[src/rtl/prio_enc_rr.sv]
// Registered priority encoder with MSB-first, LSB-first and round-robin search.
// One-deep valid/ready output stage; rr_ptr advances past each round-robin grant.
module prio_enc_rr #(
    parameter  int WIDTH = 8,
    localparam int IDX_W = $clog2(WIDTH)
) (
    input  logic             clk,
    input  logic             rst_n,
    input  logic             in_valid,
    output logic             in_ready,
    input  logic [WIDTH-1:0] in_req,
    input  logic [1:0]       in_mode,
    output logic             out_valid,
    input  logic             out_ready,
    output logic [IDX_W-1:0] out_idx,
    output logic [WIDTH-1:0] out_onehot,
    output logic             out_found,
    output logic [IDX_W-1:0] rr_ptr
);

    logic             accept;
    logic             valid_q, valid_d;
    logic             found_q, found_d;
    logic [IDX_W-1:0] idx_q, idx_d;
    logic [IDX_W-1:0] ptr_q, ptr_d;
    logic [WIDTH-1:0] onehot_q, onehot_d;
    logic [IDX_W:0]   rr_j;

    assign in_ready = !valid_q || out_ready;
    assign accept   = in_valid && in_ready;

    always_comb begin
        found_d = |in_req;
        idx_d   = '0;
        rr_j    = '0;
        unique case (1'b1)
            in_mode == 2'b00: begin
                for (int i = 0; i < WIDTH; i++)
                    if (in_req[i]) idx_d = IDX_W'(i);
            end
            in_mode == 2'b01: begin
                for (int i = WIDTH - 1; i >= 0; i--)
                    if (in_req[i]) idx_d = IDX_W'(i);
            end
            in_mode[1]: begin
                // Walk offsets downward so the nearest hit from ptr wins.
                for (int k = WIDTH - 1; k >= 0; k--) begin
                    rr_j = {1'b0, ptr_q} + (IDX_W+1)'(k);
                    if (rr_j >= (IDX_W+1)'(WIDTH))
                        rr_j = rr_j - (IDX_W+1)'(WIDTH);
                    if (in_req[rr_j[IDX_W-1:0]])
                        idx_d = rr_j[IDX_W-1:0];
                end
            end
            default: ;
        endcase
        onehot_d = found_d ? (WIDTH'(1) << idx_d) : '0;
    end

    always_comb begin
        ptr_d = ptr_q;
        if (accept && in_mode[1] && found_d)
            ptr_d = (idx_d == IDX_W'(WIDTH - 1)) ? '0 : idx_d + 1'b1;
        valid_d = valid_q;
        if (accept)
            valid_d = 1'b1;
        else if (valid_q && out_ready)
            valid_d = 1'b0;
    end

    always_ff @(posedge clk or negedge rst_n) begin
        if (!rst_n) begin
            valid_q  <= 1'b0;
            found_q  <= 1'b0;
            idx_q    <= '0;
            onehot_q <= '0;
            ptr_q    <= '0;
        end else begin
            valid_q <= valid_d;
            ptr_q   <= ptr_d;
            if (accept) begin
                found_q  <= found_d;
                idx_q    <= idx_d;
                onehot_q <= onehot_d;
            end
        end
    end

    assign out_valid  = valid_q;
    assign out_found  = found_q;
    assign out_idx    = idx_q;
    assign out_onehot = onehot_q;
    assign rr_ptr     = ptr_q;

endmodule

[config.mk]
export PLATFORM = sky130hd
export DESIGN_NAME = prio_enc_rr
export DESIGN_NICKNAME = d
export VERILOG_FILES = /design/src/rtl/prio_enc_rr.sv
export SDC_FILE = /design/constraint.sdc
export NUM_CORES = 1
export LEC_CHECK = 0
export ABC_AREA = 0
export CAP_MARGIN = 25
export CORE_ASPECT_RATIO = 1.5
export CORE_MARGIN = 8
export CORE_UTILIZATION = 55
export DETAILED_ROUTE_END_ITERATION = 16
export PLACE_DENSITY = 0.81
export SYNTH_ARGS = -nofsm -noshare
export SYNTH_HDL_FRONTEND = slang
export SYNTH_SLANG_ARGS = --single-unit
[constraint.sdc]
create_clock -name clk -period 5.4 [get_ports clk]
set_input_delay 1.08 -clock clk [delete_from_list [all_inputs] [get_ports clk]]
set_output_delay 1.08 -clock clk [all_outputs]
set_load 0.03 [all_outputs]
# ---- Yosys cells after proc, flatten, opt, wreduce, memory -nomap -nowiden
# Cells that the tools add are included.
dict set report op_classes {
  n_mux 60
  n_addsub 16
  n_lt_le_gt_ge 16
  eq_ne 2
  shift 1
  reduce_logical 9
}
# cell count
set ops {}
lappend ops {{$mux W3} 39}
lappend ops {{$lt A3 B4 Y1 const B} 8}
lappend ops {{$ge A4 B4 Y1 const B} 7}
lappend ops {{$bmux W1 S3} 8}
lappend ops {{$sub A3 B1 Y3 const B} 8}
lappend ops {{$add A3 B3 Y4 const B} 4}
lappend ops {{$mux W1} 11}
lappend ops {{$pmux W3 S3} 1}
lappend ops {{$add A3 B2 Y4 const B} 2}
lappend ops {{$mux W8} 1}
lappend ops {{$reduce_or A8 Y1} 1}
lappend ops {{$shl A1 B3 Y8 const A} 1}
lappend ops {{$add A3 B1 Y4 const B} 1}
lappend ops {{$ge A3 B4 Y1 const B} 1}
lappend ops {{$logic_and A1 B1 Y1} 4}
lappend ops {{$add A3 B1 Y3 const B} 1}
lappend ops {{$eq A3 B3 Y1 const B} 1}
lappend ops {{$eq A2 B1 Y1 const B} 1}
lappend ops {{$logic_not A2 Y1} 1}
lappend ops {{$reduce_bool A2 Y1} 1}
lappend ops {{$logic_not A1 Y1} 1}
lappend ops {{$logic_or A1 B1 Y1} 1}
dict set report word_totals {
  input_bits 14
  regBits 16
  wordCells 109
}

# ---- Depth between registers and ports, before layout
dict set report depth {
  ltp_word 17
  mapped_depth 15
  mapped_depth_nobuf 11
}

# ---- Least setup slack after synthesis
# OpenSTA, ideal clock, no wires.
dict set report synth_timing {
  kind {reg-to-reg}
  from {reg ptr_q[0], in the netlist rr_ptr[0]}
  to {reg onehot_q[4], in the netlist out_onehot[4]}
  synth_period_minus_slack_ps 3954
  setup_ps 121
  slack_ps 1446
  path_buffers 4
  path_stages_with_launch 16
  required_ps 5279
  arrival_ps 3834
  cell_sequence {dfrtp_1 > buf_6 > buf_2 > buf_2 > inv_1 > ha_1 > clkbuf_1 > mux4_2 > mux2_4 > or3b_1 > o2bb2ai_2 > nor4_4 > a21o_1 > ha_1 > a22o_1 > a41o_1}
}
dict set report synth_via {
  elab_chain_len 17
}
# item line_no
set synth_lines {}
lappend synth_lines {{start: declaration} 25} ;# logic [IDX_W-1:0] ptr_q, ptr_d;
lappend synth_lines {{start signal: assignment} 80} ;# ptr_q <= ptr_d;
lappend synth_lines {{$add A3 B3 Y4} 48} ;# rr_j = {1'b0, ptr_q} + (IDX_W+1)'(k);
lappend synth_lines {{$ge A4 B4 Y1 or $sub A3 B1 Y3 (tied branches)} {49, 50}}
lappend synth_lines {{$mux W3} 49} ;# if (rr_j >= (IDX_W+1)'(WIDTH))
lappend synth_lines {{$mux W3} 36} ;# unique case (1'b1)
lappend synth_lines {{$bmux W1 S3} 51} ;# if (in_req[rr_j[IDX_W-1:0]])
lappend synth_lines {{$mux W1 (not written as such)} 51}
lappend synth_lines {{$mux W3 (7 in a row)} 51}
lappend synth_lines {{$mux W3 (*)} 51}
lappend synth_lines {{$pmux W3 S3 (*)} 36}
lappend synth_lines {{$shl A1 B3 Y8 (*)} 57} ;# onehot_d = found_d ? (WIDTH'(1) << idx_d) : '0;
lappend synth_lines {{$mux W8 (*)} 57}
lappend synth_lines {{end signal: assignment} 84} ;# onehot_q <= onehot_d;
lappend synth_lines {{end: declaration} 26} ;# logic [WIDTH-1:0] onehot_q, onehot_d;
# Every way passes the cells marked *; elsewhere a longest branch is shown, timed or not. The select of a mux whose other input is x is not followed.
# A chain may end at the register's enable or synchronous reset.

# ---- Worst setup path after layout
dict set report layout_timing {
  from {reg ptr_q[1], in the netlist rr_ptr[1]}
  to {reg onehot_q[5], in the netlist out_onehot[5]}
}
dict set report layout_via {
  elab_chain_len 17
}
# item line_no
set layout_lines {}
lappend layout_lines {{$add A3 B3 Y4} 48}
lappend layout_lines {{$ge A4 B4 Y1 or $sub A3 B1 Y3 (tied branches)} {49, 50}}
lappend layout_lines {{$mux W3} 49}
lappend layout_lines {{$mux W3} 36}
lappend layout_lines {{$bmux W1 S3} 51}
lappend layout_lines {{$mux W1 (not written as such)} 51}
lappend layout_lines {{$mux W3 (7 in a row)} 51}
lappend layout_lines {{$mux W3 (*)} 51}
lappend layout_lines {{$pmux W3 S3 (*)} 36}
lappend layout_lines {{named net idx_d[0]} 24} ;# logic [IDX_W-1:0] idx_q, idx_d;
lappend layout_lines {{$shl A1 B3 Y8 (*)} 57}
lappend layout_lines {{$mux W8 (*)} 57}
# Mark *: on every way through the listed nets, which the timed path passes. The rest lies on a longest branch. The select of a mux whose other input is x is not followed.

==> results.md <==
- Vias in the first global route: about 1,800
- Detailed Route WL: 5418 µm
- Post-synth top flop: dfrtp_1
- Worst Slack Setup Final: around 1200 ps
- Distinct cells, synth: 56
- Most frequent cells after synthesis: nor2_1 (17), dfrtp_1 (16), nand2_1 (16)
- Worst hold path type: reg2reg
- Final Non-Filler Cells: 281
- Setup TNS: 0 ps
- Syn Area/Cell: 9.084 µm²
- Crit path max-delay family: adder cells
- Hold endpoint: out_found$_DFFE_PN0P_
- Vias per cell: 6.694
- Max-Cap Viols: 0
- Final setup violation count: 0
- Critical path's most frequent cell: ha_1
- Layout Skew: 9.274 ps
- Core ar.: 3615 µm²
- WP data required: 5550 ps
- Length in cells of the worst reg-to-reg path: 11
- Synth Net Count: roughly 250
- Peak VDD IR: about 0.51 mV
- DRT iter0 DRCs: between 100 and 150
- Leak Pwr: 0.9851 nW
- Critical path launch point type: flop
- Most common cell in the netlist: nor2_1
- Hold Path Cell Cnt: 1
- # DRC: 0
- Dominant cell type by area after synthesis: dfrtp_1
- Highest clock rate: between 200 and 250 MHz
- Num CTS Buffers: 3
- PwrDens: 699.7 nW/µm²
- Total GRT Usage: between 15 and 20%
- Diode count: 0
- Sequential area share after synthesis: 19.77%
- IO Port Bufs: 30
- HPWL after detailed placement: 4021 µm
- Crit path buffers/inverters: 1
- Cts hold-fix bufs: 0
- Root Buffer: clkbuf_8
- First-pass GRT wire length: roughly 8500 µm
- Post-CTS setup buffer count: 0
- Highest-delay cell along the critical path: dfrtp_1
- Slew Viols, Final: 0
- Seq cells post-synth: 16
- Number of flops mapped to enable cells by yosys: 0
- DRT antenna net count: 0
- Synth area leaders: dfrtp_1 (20%), mux4_2 (8.9%), mux2_2 (6.7%)
- Inst Count DP: 277
- Synth Cell Area: 2026 µm²
- Worst-case clock buffer depth: 2
- Pin count of the biggest net entering global routing: 27
- Setup slack, reg-to-reg: 1230 ps
- # rows: 27
- Syn. warnings: 0
- Fin nets: between 200 and 300
- Unrepaired setup endpoints after global routing: no
- Fillcell total: 291
- GPL Wtd Cong: between 0.9 and 1
- Grt total ovfl: 0
- Post-route clock period utilization: between 70 and 80%
- Initial Util: 56.04%
- Crit path max fanout: 16
- Final Power: between 1.5 and 2 mW
- Critical path arrival: 4330 ps
- Outcome: complete, no violations
- Max_slew headroom: 40.09%
- Die Span X: 65.55 µm
- DP Worst Slack: 1133 ps
- Post-CTS Resized: 0
- Die footprint: roughly 6000 µm²
- Final Hold Fails: 0
- Via count: around 1,900
- Startpoint of the most critical hold path: out_found$_DFFE_PN0P_
- Clock sinks: 16
- Synth async-reset ratio: 100.0%
- Proportion of layout cells with a drive suffix above 1: 16.81%
- CP Capture Type: flop
- Count of boundary I/O pins: 31
- Chip height: 90.33 µm
- Skew-Pair Late Insertion Delay: between 200 and 300 ps
- Synth top area share: about 20%
- FF-to-FF Start: rr_ptr[1]$_DFFE_PN0P_
- Crit-path cells: inv_1 -> ha_1 -> mux4_2 -> mux2i_1 -> o21a_1 -> o21ai_4 -> nor4_4 -> a21oi_1 -> ha_1 -> a22o_1 -> a41o_1
- Max stage delay on crit path: approximately 700 ps
- Tmin final: 4175 ps
- Cells after Synth: 223
- H-tree levels: 1
- Measured slew at the worst slew-check pin: 898.6 ps
- Initial antenna violation count: 0
- Area Overhead vs Synth: 16.12%
- DR pass1 iterations: 5
- Reg clk slew, reported paths: roughly 70 ps
- Setup CP Type: reg2reg
- CTS tree: built
- Wire per inst: 19.28 µm
- Worst R2R End: out_onehot[5]$_DFFE_PN0P_
==> layout make-up <==
| type | count | area, µm² | area share [%] |
|---|---|---|---|
| repair buffers | 31 | 307.8 | 13.09 |
| clock buffers | 4 | 55.05 | 2.340 |
| flip-flops and latches | 16 | 400.4 | 17.02 |
| inverters | 8 | 30.03 | 1.277 |
| multi-input cells | 179 | 1505 | 63.99 |
| well taps | 43 | 53.80 | 2.287 |
==> cells in the final DEF (no fill, tap or decap), types with 3 or more instances in the layout <==
cell type	instances
nand2b_1	5
clkbuf_8	4
mux2_2	12
and2_1	3
nand2_1	16
a41o_1	3
nor2b_1	4
ha_1	8
o21ai_0	7
mux2i_1	7
a22o_1	8
nand3_1	6
clkdlybuf4s50_1	30
a31o_2	4
a21o_1	5
mux4_2	8
nor2_1	17
a21oi_1	13
inv_1	8
a22oi_1	5
dfrtp_1	16
a31oi_1	6
==> stage by stage <==
step / area, µm² / hold slack, ps / utilization, %
global placement: 2297 / 462.5 / 63.55
CTS: 2352 / 492.2 / 65.07
global route: 2352 / 513.0 / 65.07
floorplan: 2026 / 670.6 / -
finish: 2352 / 485.4 / 65.07
detailed placement: 2297 / 477.5 / 63.55
==> routing by layer <==
layer  up-vias  routed length, µm  global-route usage (%)
met3        13                235                   2.236
met5         -                  0                       0
met4         0                139                   7.495
li1        876                  -                       -
met2        79               2918                   31.08
met1       913               2124                   20.40
==> kinds of logic after synthesis <==
kind of cell	after synthesis	share of synthesized area, %
AOI/OAI and AO/OA	72	26.93
adders and majority gates	8	4.942
and+or+nand+nor	63	16.12
buffers and inverters	28	5.930
DFF	16	19.77
muxes	32	24.21
xor gates and xnor gates	4	2.101
==> registers in the layout (all words and copies together), names as in the netlist <==
name        count
out_valid       1
out_onehot      8
out_idx         3
out_found       1
rr_ptr          3
==> report_power, final <==
group	switching, mW	total, mW	internal, mW
registers	0.0745	0.243	0.168
logic	0.711	1.29	0.582
clock network	0.0454	0.110	0.0648
==> worst max path at each step <==
stage / cells after the start / endpoint / startpoint / slack (ps)
final: 11 / out_onehot[5]$_DFFE_PN0P_ / rr_ptr[1]$_DFFE_PN0P_ / 1230
after global routing: 11 / rr_ptr[2]$_DFFE_PN0P_ / rr_ptr[1]$_DFFE_PN0P_ / 1020
after CTS: 11 / out_onehot[5]$_DFFE_PN0P_ / rr_ptr[1]$_DFFE_PN0P_ / 1280
after detailed placement: 10 / out_onehot[5]$_DFFE_PN0P_ / in_req[6] / 1130
after global placement: 10 / out_onehot[5]$_DFFE_PN0P_ / in_req[2] / 1160
after floorplan: 15 / out_onehot[4]$_DFFE_PN0P_ / rr_ptr[0]$_DFFE_PN0P_ / 1450
==> worst reg2reg max path, stage by stage, from the launching register on <==
cell	delay (ps)
dfrtp_1	680
inv_1	370
ha_1	660
mux4_2	480
mux2i_1	390
o21a_1	230
o21ai_4	80
nor4_4	360
a21oi_1	150
ha_1	280
a22o_1	210
a41o_1	200
(Power assumes the default switching activity.)
